## config.mk

```make
export PLATFORM = sky130hd
export DESIGN_NAME = i2c_xfer_sequencer_flat
export DESIGN_NICKNAME = d
export VERILOG_FILES = /design/src/rtl/i2c_xfer_sequencer_if.sv /design/src/rtl/i2c_xfer_sequencer.sv /design/src/flat_wrapper.sv
export SDC_FILE = /design/constraint.sdc
export NUM_CORES = 1
export LEC_CHECK = 0
export ABC_CLOCK_PERIOD_IN_PS = 2500
export CAP_MARGIN = 40
export CORE_ASPECT_RATIO = 0.75
export CORE_MARGIN = 2
export CORE_UTILIZATION = 45
export DETAILED_ROUTE_END_ITERATION = 6
export GPL_ROUTABILITY_DRIVEN = 0
export PLACE_DENSITY = 0.75
export SLEW_MARGIN = 15
export SYNTH_ARGS = -nofsm -noshare
export SYNTH_HDL_FRONTEND = slang
export SYNTH_SLANG_ARGS = --single-unit
```

## constraint.sdc

```tcl
create_clock -name clk_i -period 2.5 [get_ports clk_i]
set_input_delay 0.75 -clock clk_i [delete_from_list [all_inputs] [get_ports clk_i]]
set_output_delay 0.75 -clock clk_i [all_outputs]
set_load 0.05 [all_outputs]
```

## src/rtl/i2c_xfer_sequencer_if.sv

```systemverilog
`default_nettype none
// ============================================================================
//  Module   : i2c_xfer_sequencer_if
//  Purpose  : Bundles the descriptor, write-stream, read-stream, completion,
//             PHY fmt-FIFO read port, PHY rx-FIFO write port and PHY event
//             signals of the I2C transfer sequencer.
//  Ports    : master - sequencer side (drives *_o, samples *_i)
//             slave  - requester/PHY side (drives *_i, samples *_o)
//  Revision : 1.0 - initial release
// ============================================================================
interface i2c_xfer_sequencer_if #(
    parameter int FifoDepth = 64
);
    localparam int DW = $clog2(FifoDepth + 1);

    // Descriptor handshake
    logic          req_valid_i;
    logic          req_ready_o;
    logic [6:0]    req_addr_i;
    logic          req_rnw_i;
    logic [7:0]    req_len_i;
    // Write-data stream
    logic          wr_valid_i;
    logic          wr_ready_o;
    logic [7:0]    wr_data_i;
    // Received-data stream
    logic          rd_valid_o;
    logic [7:0]    rd_data_o;
    // Completion
    logic          done_o;
    logic [1:0]    done_err_o;
    logic          busy_o;
    // PHY fmt-FIFO read port
    logic          fmt_fifo_rvalid_o;
    logic [DW-1:0] fmt_fifo_depth_o;
    logic          fmt_fifo_rready_i;
    logic [7:0]    fmt_byte_o;
    logic          fmt_flag_start_before_o;
    logic          fmt_flag_stop_after_o;
    logic          fmt_flag_read_bytes_o;
    logic          fmt_flag_read_continue_o;
    logic          fmt_flag_nak_ok_o;
    logic          unhandled_unexp_nak_o;
    // PHY rx-FIFO write port, status and events
    logic          rx_fifo_wvalid_i;
    logic [7:0]    rx_fifo_wdata_i;
    logic          host_idle_i;
    logic          event_nak_i;
    logic          event_stretch_timeout_i;

    modport master (
        input  req_valid_i, req_addr_i, req_rnw_i, req_len_i,
        input  wr_valid_i, wr_data_i,
        input  fmt_fifo_rready_i,
        input  rx_fifo_wvalid_i, rx_fifo_wdata_i,
        input  host_idle_i, event_nak_i, event_stretch_timeout_i,
        output req_ready_o, wr_ready_o, rd_valid_o, rd_data_o,
        output done_o, done_err_o, busy_o,
        output fmt_fifo_rvalid_o, fmt_fifo_depth_o, fmt_byte_o,
        output fmt_flag_start_before_o, fmt_flag_stop_after_o,
        output fmt_flag_read_bytes_o, fmt_flag_read_continue_o,
        output fmt_flag_nak_ok_o, unhandled_unexp_nak_o
    );

    modport slave (
        output req_valid_i, req_addr_i, req_rnw_i, req_len_i,
        output wr_valid_i, wr_data_i,
        output fmt_fifo_rready_i,
        output rx_fifo_wvalid_i, rx_fifo_wdata_i,
        output host_idle_i, event_nak_i, event_stretch_timeout_i,
        input  req_ready_o, wr_ready_o, rd_valid_o, rd_data_o,
        input  done_o, done_err_o, busy_o,
        input  fmt_fifo_rvalid_o, fmt_fifo_depth_o, fmt_byte_o,
        input  fmt_flag_start_before_o, fmt_flag_stop_after_o,
        input  fmt_flag_read_bytes_o, fmt_flag_read_continue_o,
        input  fmt_flag_nak_ok_o, unhandled_unexp_nak_o
    );
endinterface
`default_nettype wire

```

## src/rtl/i2c_xfer_sequencer.sv

```systemverilog
`default_nettype none
// ============================================================================
//  Module   : i2c_xfer_sequencer
//  Purpose  : Expands one I2C transaction descriptor (addr, rnw, len) into
//             PHY format-FIFO entries, forwards received bytes, handles NAK /
//             stretch-timeout aborts and reports completion status.
//  Ports    : clk_i  - clock
//             rst_i  - asynchronous reset, active-high
//             bus    - i2c_xfer_sequencer_if.master (descriptor, write and
//                      read streams, completion, PHY fmt/rx ports, events)
//  Revision : 1.0 - initial release
// ============================================================================
module i2c_xfer_sequencer #(
    parameter int FifoDepth = 64
) (
    input  wire logic            clk_i,
    input  wire logic            rst_i,
    i2c_xfer_sequencer_if.master bus
);
    localparam int         DW        = $clog2(FifoDepth + 1);
    localparam logic [8:0] DEPTH_SAT = 9'(FifoDepth);

    localparam logic [1:0] ERR_OK      = 2'd0;
    localparam logic [1:0] ERR_NAK     = 2'd1;
    localparam logic [1:0] ERR_STRETCH = 2'd2;

    typedef enum logic [2:0] {
        S_IDLE  = 3'd0,
        S_ADDR  = 3'd1,
        S_WDATA = 3'd2,
        S_RCNT  = 3'd3,
        S_WAIT  = 3'd4,
        S_ABORT = 3'd5,
        S_DONE  = 3'd6
    } state_t;

    state_t     state, state_nxt;
    logic [6:0] addr;
    logic       rnw;
    logic [7:0] len;
    logic [7:0] wr_cnt;     // write bytes still owed by the requester
    logic [7:0] rx_cnt;     // read bytes still expected from the PHY
    logic [1:0] err;
    logic       rd_valid;
    logic [7:0] rd_data;

    logic       req_ready;
    logic       fmt_valid;
    logic [7:0] fmt_byte;
    logic       flag_start;
    logic       flag_stop;
    logic       flag_read;
    logic       wr_ready;
    logic [8:0] depth_full;

    logic       fmt_accept;
    logic       wr_accept;
    logic       abortable;
    logic       abort_evt;
    logic       rx_take;

    assign fmt_accept = fmt_valid && bus.fmt_fifo_rready_i;
    assign wr_accept  = bus.wr_valid_i && wr_ready;
    assign abortable  = (state == S_ADDR) || (state == S_WDATA) ||
                        (state == S_RCNT) || (state == S_WAIT);
    assign abort_evt  = abortable && (bus.event_nak_i || bus.event_stretch_timeout_i);
    // Bytes beyond the programmed read count are dropped here.
    assign rx_take    = (state == S_WAIT) && bus.rx_fifo_wvalid_i && (rx_cnt != 8'd0);

    // ------------------------------------------------------------------
    // Next-state and output decode
    // ------------------------------------------------------------------
    always_comb begin
        state_nxt  = state;
        req_ready  = 1'b0;
        fmt_valid  = 1'b0;
        fmt_byte   = 8'd0;
        flag_start = 1'b0;
        flag_stop  = 1'b0;
        flag_read  = 1'b0;
        wr_ready   = 1'b0;
        depth_full = 9'd0;

        case (state)
            S_IDLE: begin
                req_ready = 1'b1;
                if (bus.req_valid_i) begin
                    // A zero-length read has nothing to put on the bus.
                    if (bus.req_rnw_i && (bus.req_len_i == 8'd0)) begin
                        state_nxt = S_DONE;
                    end else begin
                        state_nxt = S_ADDR;
                    end
                end
            end
            S_ADDR: begin
                fmt_valid  = 1'b1;
                fmt_byte   = {addr, rnw};
                flag_start = 1'b1;
                flag_stop  = (len == 8'd0);
                depth_full = rnw ? 9'd2 : ({1'b0, len} + 9'd1);
                if (fmt_accept) begin
                    if (len == 8'd0) begin
                        state_nxt = S_WAIT;
                    end else if (rnw) begin
                        state_nxt = S_RCNT;
                    end else begin
                        state_nxt = S_WDATA;
                    end
                end
            end
            S_WDATA: begin
                // Write bytes flow straight from the requester to the PHY.
                fmt_valid  = bus.wr_valid_i;
                wr_ready   = bus.fmt_fifo_rready_i;
                fmt_byte   = bus.wr_data_i;
                flag_stop  = (wr_cnt == 8'd1);
                depth_full = {1'b0, wr_cnt};
                if (wr_accept && (wr_cnt == 8'd1)) begin
                    state_nxt = S_WAIT;
                end
            end
            S_RCNT: begin
                fmt_valid  = 1'b1;
                fmt_byte   = len;
                flag_read  = 1'b1;
                flag_stop  = 1'b1;
                depth_full = 9'd1;
                if (fmt_accept) begin
                    state_nxt = S_WAIT;
                end
            end
            S_WAIT: begin
                if ((rx_cnt == 8'd0) && bus.host_idle_i) begin
                    state_nxt = S_DONE;
                end
            end
            S_ABORT: begin
                // Swallow the rest of the write stream so the requester
                // is left in a clean state.
                wr_ready = (wr_cnt != 8'd0);
                if ((wr_cnt == 8'd0) && bus.host_idle_i) begin
                    state_nxt = S_DONE;
                end
            end
            S_DONE: begin
                state_nxt = S_IDLE;
            end
            default: begin
                state_nxt = S_IDLE;
            end
        endcase

        if (abort_evt) begin
            state_nxt = S_ABORT;
        end
    end

    // ------------------------------------------------------------------
    // State and datapath registers
    // ------------------------------------------------------------------
    always_ff @(posedge clk_i or posedge rst_i) begin
        if (rst_i) begin
            state    <= S_IDLE;
            addr     <= 7'd0;
            rnw      <= 1'b0;
            len      <= 8'd0;
            wr_cnt   <= 8'd0;
            rx_cnt   <= 8'd0;
            err      <= ERR_OK;
            rd_valid <= 1'b0;
            rd_data  <= 8'd0;
        end else begin
            state    <= state_nxt;
            rd_valid <= rx_take;

            if ((state == S_IDLE) && bus.req_valid_i) begin
                addr   <= bus.req_addr_i;
                rnw    <= bus.req_rnw_i;
                len    <= bus.req_len_i;
                wr_cnt <= bus.req_rnw_i ? 8'd0 : bus.req_len_i;
                rx_cnt <= bus.req_rnw_i ? bus.req_len_i : 8'd0;
                err    <= ERR_OK;
            end

            if (wr_accept && (wr_cnt != 8'd0)) begin
                wr_cnt <= wr_cnt - 8'd1;
            end

            if (rx_take) begin
                rx_cnt  <= rx_cnt - 8'd1;
                rd_data <= bus.rx_fifo_wdata_i;
            end

            // NAK wins when both events land in the same cycle.
            if (abort_evt) begin
                err <= bus.event_nak_i ? ERR_NAK : ERR_STRETCH;
            end
        end
    end

    // ------------------------------------------------------------------
    // Outputs
    // ------------------------------------------------------------------
    assign bus.req_ready_o              = req_ready;
    assign bus.wr_ready_o               = wr_ready;
    assign bus.rd_valid_o               = rd_valid;
    assign bus.rd_data_o                = rd_data;
    assign bus.done_o                   = (state == S_DONE);
    assign bus.done_err_o               = (state == S_DONE) ? err : ERR_OK;
    assign bus.busy_o                   = (state != S_IDLE);
    assign bus.fmt_fifo_rvalid_o        = fmt_valid;
    assign bus.fmt_fifo_depth_o         = (depth_full > DEPTH_SAT) ? DW'(DEPTH_SAT)
                                                                   : DW'(depth_full);
    assign bus.fmt_byte_o               = fmt_byte;
    assign bus.fmt_flag_start_before_o  = flag_start;
    assign bus.fmt_flag_stop_after_o    = flag_stop;
    assign bus.fmt_flag_read_bytes_o    = flag_read;
    assign bus.fmt_flag_read_continue_o = 1'b0;
    assign bus.fmt_flag_nak_ok_o        = 1'b0;
    assign bus.unhandled_unexp_nak_o    = (state == S_ABORT) && (err == ERR_NAK);

endmodule
`default_nettype wire

```

## src/flat_wrapper.sv

```systemverilog
// flat-port wrapper written by rule: the top's interface ports become plain ports
module i2c_xfer_sequencer_flat 
#(
    parameter int FifoDepth = 64
)
  (clk_i, rst_i, bus_req_valid_i, bus_req_addr_i, bus_req_rnw_i, bus_req_len_i, bus_wr_valid_i, bus_wr_data_i, bus_fmt_fifo_rready_i, bus_rx_fifo_wvalid_i, bus_rx_fifo_wdata_i, bus_host_idle_i, bus_event_nak_i, bus_event_stretch_timeout_i, bus_req_ready_o, bus_wr_ready_o, bus_rd_valid_o, bus_rd_data_o, bus_done_o, bus_done_err_o, bus_busy_o, bus_fmt_fifo_rvalid_o, bus_fmt_fifo_depth_o, bus_fmt_byte_o, bus_fmt_flag_start_before_o, bus_fmt_flag_stop_after_o, bus_fmt_flag_read_bytes_o, bus_fmt_flag_read_continue_o, bus_fmt_flag_nak_ok_o, bus_unhandled_unexp_nak_o);
  i2c_xfer_sequencer_if #(.FifoDepth(FifoDepth)) bus_i ();
  input  wire logic clk_i;
  input  wire logic rst_i;
  input wire logic [$bits(bus_i.req_valid_i)-1:0] bus_req_valid_i;
  input wire logic [$bits(bus_i.req_addr_i)-1:0] bus_req_addr_i;
  input wire logic [$bits(bus_i.req_rnw_i)-1:0] bus_req_rnw_i;
  input wire logic [$bits(bus_i.req_len_i)-1:0] bus_req_len_i;
  input wire logic [$bits(bus_i.wr_valid_i)-1:0] bus_wr_valid_i;
  input wire logic [$bits(bus_i.wr_data_i)-1:0] bus_wr_data_i;
  input wire logic [$bits(bus_i.fmt_fifo_rready_i)-1:0] bus_fmt_fifo_rready_i;
  input wire logic [$bits(bus_i.rx_fifo_wvalid_i)-1:0] bus_rx_fifo_wvalid_i;
  input wire logic [$bits(bus_i.rx_fifo_wdata_i)-1:0] bus_rx_fifo_wdata_i;
  input wire logic [$bits(bus_i.host_idle_i)-1:0] bus_host_idle_i;
  input wire logic [$bits(bus_i.event_nak_i)-1:0] bus_event_nak_i;
  input wire logic [$bits(bus_i.event_stretch_timeout_i)-1:0] bus_event_stretch_timeout_i;
  output wire logic [$bits(bus_i.req_ready_o)-1:0] bus_req_ready_o;
  output wire logic [$bits(bus_i.wr_ready_o)-1:0] bus_wr_ready_o;
  output wire logic [$bits(bus_i.rd_valid_o)-1:0] bus_rd_valid_o;
  output wire logic [$bits(bus_i.rd_data_o)-1:0] bus_rd_data_o;
  output wire logic [$bits(bus_i.done_o)-1:0] bus_done_o;
  output wire logic [$bits(bus_i.done_err_o)-1:0] bus_done_err_o;
  output wire logic [$bits(bus_i.busy_o)-1:0] bus_busy_o;
  output wire logic [$bits(bus_i.fmt_fifo_rvalid_o)-1:0] bus_fmt_fifo_rvalid_o;
  output wire logic [$bits(bus_i.fmt_fifo_depth_o)-1:0] bus_fmt_fifo_depth_o;
  output wire logic [$bits(bus_i.fmt_byte_o)-1:0] bus_fmt_byte_o;
  output wire logic [$bits(bus_i.fmt_flag_start_before_o)-1:0] bus_fmt_flag_start_before_o;
  output wire logic [$bits(bus_i.fmt_flag_stop_after_o)-1:0] bus_fmt_flag_stop_after_o;
  output wire logic [$bits(bus_i.fmt_flag_read_bytes_o)-1:0] bus_fmt_flag_read_bytes_o;
  output wire logic [$bits(bus_i.fmt_flag_read_continue_o)-1:0] bus_fmt_flag_read_continue_o;
  output wire logic [$bits(bus_i.fmt_flag_nak_ok_o)-1:0] bus_fmt_flag_nak_ok_o;
  output wire logic [$bits(bus_i.unhandled_unexp_nak_o)-1:0] bus_unhandled_unexp_nak_o;
  assign bus_i.req_valid_i = bus_req_valid_i;
  assign bus_i.req_addr_i = bus_req_addr_i;
  assign bus_i.req_rnw_i = bus_req_rnw_i;
  assign bus_i.req_len_i = bus_req_len_i;
  assign bus_i.wr_valid_i = bus_wr_valid_i;
  assign bus_i.wr_data_i = bus_wr_data_i;
  assign bus_i.fmt_fifo_rready_i = bus_fmt_fifo_rready_i;
  assign bus_i.rx_fifo_wvalid_i = bus_rx_fifo_wvalid_i;
  assign bus_i.rx_fifo_wdata_i = bus_rx_fifo_wdata_i;
  assign bus_i.host_idle_i = bus_host_idle_i;
  assign bus_i.event_nak_i = bus_event_nak_i;
  assign bus_i.event_stretch_timeout_i = bus_event_stretch_timeout_i;
  assign bus_req_ready_o = bus_i.req_ready_o;
  assign bus_wr_ready_o = bus_i.wr_ready_o;
  assign bus_rd_valid_o = bus_i.rd_valid_o;
  assign bus_rd_data_o = bus_i.rd_data_o;
  assign bus_done_o = bus_i.done_o;
  assign bus_done_err_o = bus_i.done_err_o;
  assign bus_busy_o = bus_i.busy_o;
  assign bus_fmt_fifo_rvalid_o = bus_i.fmt_fifo_rvalid_o;
  assign bus_fmt_fifo_depth_o = bus_i.fmt_fifo_depth_o;
  assign bus_fmt_byte_o = bus_i.fmt_byte_o;
  assign bus_fmt_flag_start_before_o = bus_i.fmt_flag_start_before_o;
  assign bus_fmt_flag_stop_after_o = bus_i.fmt_flag_stop_after_o;
  assign bus_fmt_flag_read_bytes_o = bus_i.fmt_flag_read_bytes_o;
  assign bus_fmt_flag_read_continue_o = bus_i.fmt_flag_read_continue_o;
  assign bus_fmt_flag_nak_ok_o = bus_i.fmt_flag_nak_ok_o;
  assign bus_unhandled_unexp_nak_o = bus_i.unhandled_unexp_nak_o;
  i2c_xfer_sequencer #(.FifoDepth(FifoDepth)) u_core (.clk_i(clk_i), .rst_i(rst_i), .bus(bus_i));
endmodule
```

==> results.md <==
- Status: finished, violations left
- Failing checks: negative setup slack
- Die H: between 70 and 80 um
- Worst Setup End Kind: primary output
- Area growth from synthesis to layout: 73.26%
- Pwr Total: 5.522 mW
- Number of detailed-route iterations in the first pass: 6
- Post-Syn Instances: 370
- VDD IR max: between 0.6 and 0.7 mV
- P_sw: between 2 and 3 mW
- Core area: ~0.0064 sq mm
- Comb power frac: between 60 and 70%
- GRT Residual Overflow: 0
- EDFF count, synth: 0
- Clk_skew: just under 0.007 ns
- Min Hold Slack: ~0.48 ns
- Max Slew Vio Count: 0
- FFs w/ async S/R, synth: 100.0%
- Clock power frac: roughly 9%
- Count of cell types in the netlist: 57
- Finished Core Util: between 80% and 90%
- Dominant synthesized flop cell: dfrtp_1
- Syn Std Cell Area: approximately 0.0030 sq mm
- Reg power frac: between 20% and 30%
- Antenna cells: 0
- CTS Root Buffer Type: clkbuf_8
- Final setup viols: 16
- Vias in the first global route: approximately 3.5k
- Worst-Margin Slew: ~0.7 ns
- Startpoint types: flip-flop
- Worst-path clk slew: approximately 0.090 ns
- Largest net degree at the start of global routing: 24
- Initial core utilization: 47.08%
- CTS buffer count: 5
- Crit Path Max Fanout: 4
- CTS tree: done
- Initial antenna violation count: 0
- Rows: 25
- Clk buf depth: 2
- Switching Fraction: roughly 47%
- Fin worst setup slack: -0.4781 ns
- Most frequent cells in the layout: 78 x nand2_1, 67 x buf_4, 48 x clkdlybuf4s50_1
- Final hold vios: 0
- Leading cell type in the layout, fill and taps excluded: nand2_1
- Share of layout cells above drive strength 1: between 30% and 40%
- Via count: about 3.7k
- Clock Sinks: 46
- DRC viols: 0
- WL per Instance: just over 20 um
- Final wirelength: around 12 mm
- DP Wirelength: 7.902 mm
- Layout Cell Area excl Fill: around 0.0052 sq mm
- Initial DRC Count: about 400
- Antenna-violating nets left: 0
- Yosys Warn Count: 0
- Synth Area per Inst: a little over 8 sq um
- Tcrit/Tclk final: 119.1%
- P_int: ~2.9 mW
- # IOs: 78
- R2R setup slack: about 0.030 ns
- Cell Pwr Density: between 1000 and 1500 mW/mm^2
- Placed cell area: ~0.0046 sq mm
- Setup tns final: -4.238 ns
- Total GRT Usage: between 30% and 40%
- Port Buffer Count: 75
- Via-to-Cell Ratio: approximately 6
- Pleak: 2.313 nW
- Crit path DAT: approximately 2.2 ns
- FMAX: roughly 340 MHz
- NumNets Final: 570
- Hold WC Path Type: reg2reg
- Slew headroom: 53.99%
- First-pass GRT wire length: about 18 mm
- Critical path class: reg2out
- Synthesized flop and latch total: 46
- Register area share after synthesis: between 30% and 40%
- Cts hold-fix bufs: 0
- Max-cap violations: 0
- Worst skew pair latency: 0.31 ns
- Unrepaired setup endpoints after global routing: true
- Min Clock Period, post-route: around 3 ns
- Die Width: between 90 and 100 um
- Full die area: around 0.0074 sq mm
- Crit path required time: about 1.8 ns
- H-tree depth: 2
-- cell usage after synthesis (2+ instances only) --
cell type	instances	area [sq um]
o211a_1	3	30.03
o21a_1	2	15.01
buf_4	2	15.01
nand2b_1	2	12.51
o31ai_1	3	22.52
or3_1	5	31.28
mux2_2	7	78.83
mux2i_1	3	30.03
nand2_1	79	296.5
a21oi_1	19	95.09
a31oi_1	9	56.30
clkbuf_1	14	52.55
nand3_1	12	60.06
nor3b_1	3	22.52
xor2_1	3	26.28
a21o_1	2	15.01
buf_1	3	11.26
o21ai_0	10	50.05
and3_1	3	18.77
o211ai_1	2	15.01
nand4_1	5	31.28
a211oi_1	3	22.52
inv_1	17	63.81
nor4_1	6	37.54
a22oi_1	14	105.1
a221o_1	4	40.04
dfrtp_1	46	1151
xnor2_1	3	26.28
nor3_1	13	65.06
nor2_1	32	120.1
and2_1	6	37.54
ha_1	10	125.1
-- worst max-delay path, cell delays in order (launching register included) --
cell and delay (ns):
dfrtp_1 0.40, or3b_4 0.45, clkinvlp_4 0.10, nor2_2 0.05, a221o_2 0.37, nor4_4 0.34
buf_6 0.21
-- cell families after synthesis --
| group | Yosys count | share of synthesized area (%) |
|---|---|---|
| buf+inv | 37 | 4.873 |
| other cells | 1 | 0.1248 |
| mux | 10 | 3.624 |
| compound gates | 83 | 19.33 |
| fa+ha+maj | 10 | 4.165 |
| flops | 46 | 38.32 |
| simple gates | 177 | 27.82 |
| xor+xnor | 6 | 1.750 |
-- sequential cells by signal (all words and copies together), names as in the netlist --
register               flops
u_core.state               3
u_core.err                 2
u_core.bus.rd_data_o       8
u_core.wr_cnt              8
u_core.len                 8
u_core.bus.rd_valid_o      1
u_core.addr                7
u_core.rnw                 1
u_core.rx_cnt              8
-- cell type report --
class | count | area [sq um]
flip-flops and latches | 46 | 1154
multi-input cells | 288 | 2056
repair buffers | 160 | 1718
inverters | 18 | 81.33
clock buffers | 7 | 86.33
fillers | 368 | 1176
clock inverters | 1 | 8.758
well taps | 81 | 101.3
-- layer usage --
layer | track usage [%] | up-vias | part of all wire (%)
met3 | 5.571 | 71 | 11
met5 | 0 | - | 0
met4 | 8.980 | 0 | 5.1
li1 | - | 1602 | -
met1 | 40.41 | 1735 | 38
met2 | 51.55 | 295 | 46
-- worst paths after layout --
path                                               from  depth (start not counted)                      end
worst max-delay path                    u_core.state[2]                          6  bus_fmt_fifo_depth_o[1]
worst min-delay path            u_core.bus.rd_data_o[1]                          2  u_core.bus.rd_data_o[1]
worst max register to register         u_core.rx_cnt[0]                          7          u_core.state[1]
worst min register to register  u_core.bus.rd_data_o[1]                          2  u_core.bus.rd_data_o[1]
max in group asynchronous                         rst_i                          3            u_core.len[0]
min in group asynchronous                         rst_i                          2           u_core.addr[2]
-- through the flow --
| stage | instances | worst slack, ns |
|---|---|---|
| 3_5_place_dp | 569 | -0.1259 |
| 3_3_place_gp | 569 | -0.08261 |
| 6_report | 601 | -0.4781 |
| 2_1_floorplan | 371 | -0.5530 |
| 5_1_grt | 601 | -0.5249 |
| 4_1_cts | 592 | -0.3791 |
-- repair_timing --
item,CTS,global route
buffers inserted,16,11
cloned,0,0
pin swaps,12,13
endpoints found under the setup margin,18,25
gates resized for setup,37,39
-- power groups by stage --
| stage | combinational [mW] | sequential [mW] | clock [mW] |
|---|---|---|---|
| 6_report | 3.60 | 1.42 | 0.503 |
| 5_1_grt | 3.78 | 1.44 | 0.537 |
| 4_1_cts | 3.18 | 1.36 | 0.500 |
| 3_5_place_dp | 2.90 | 1.36 | 0 |
| 3_3_place_gp | 2.83 | 1.34 | 0 |
| 2_1_floorplan | 1.55 | 1.54 | 0 |
No activity file was read; power rests on OpenSTA's default activity.
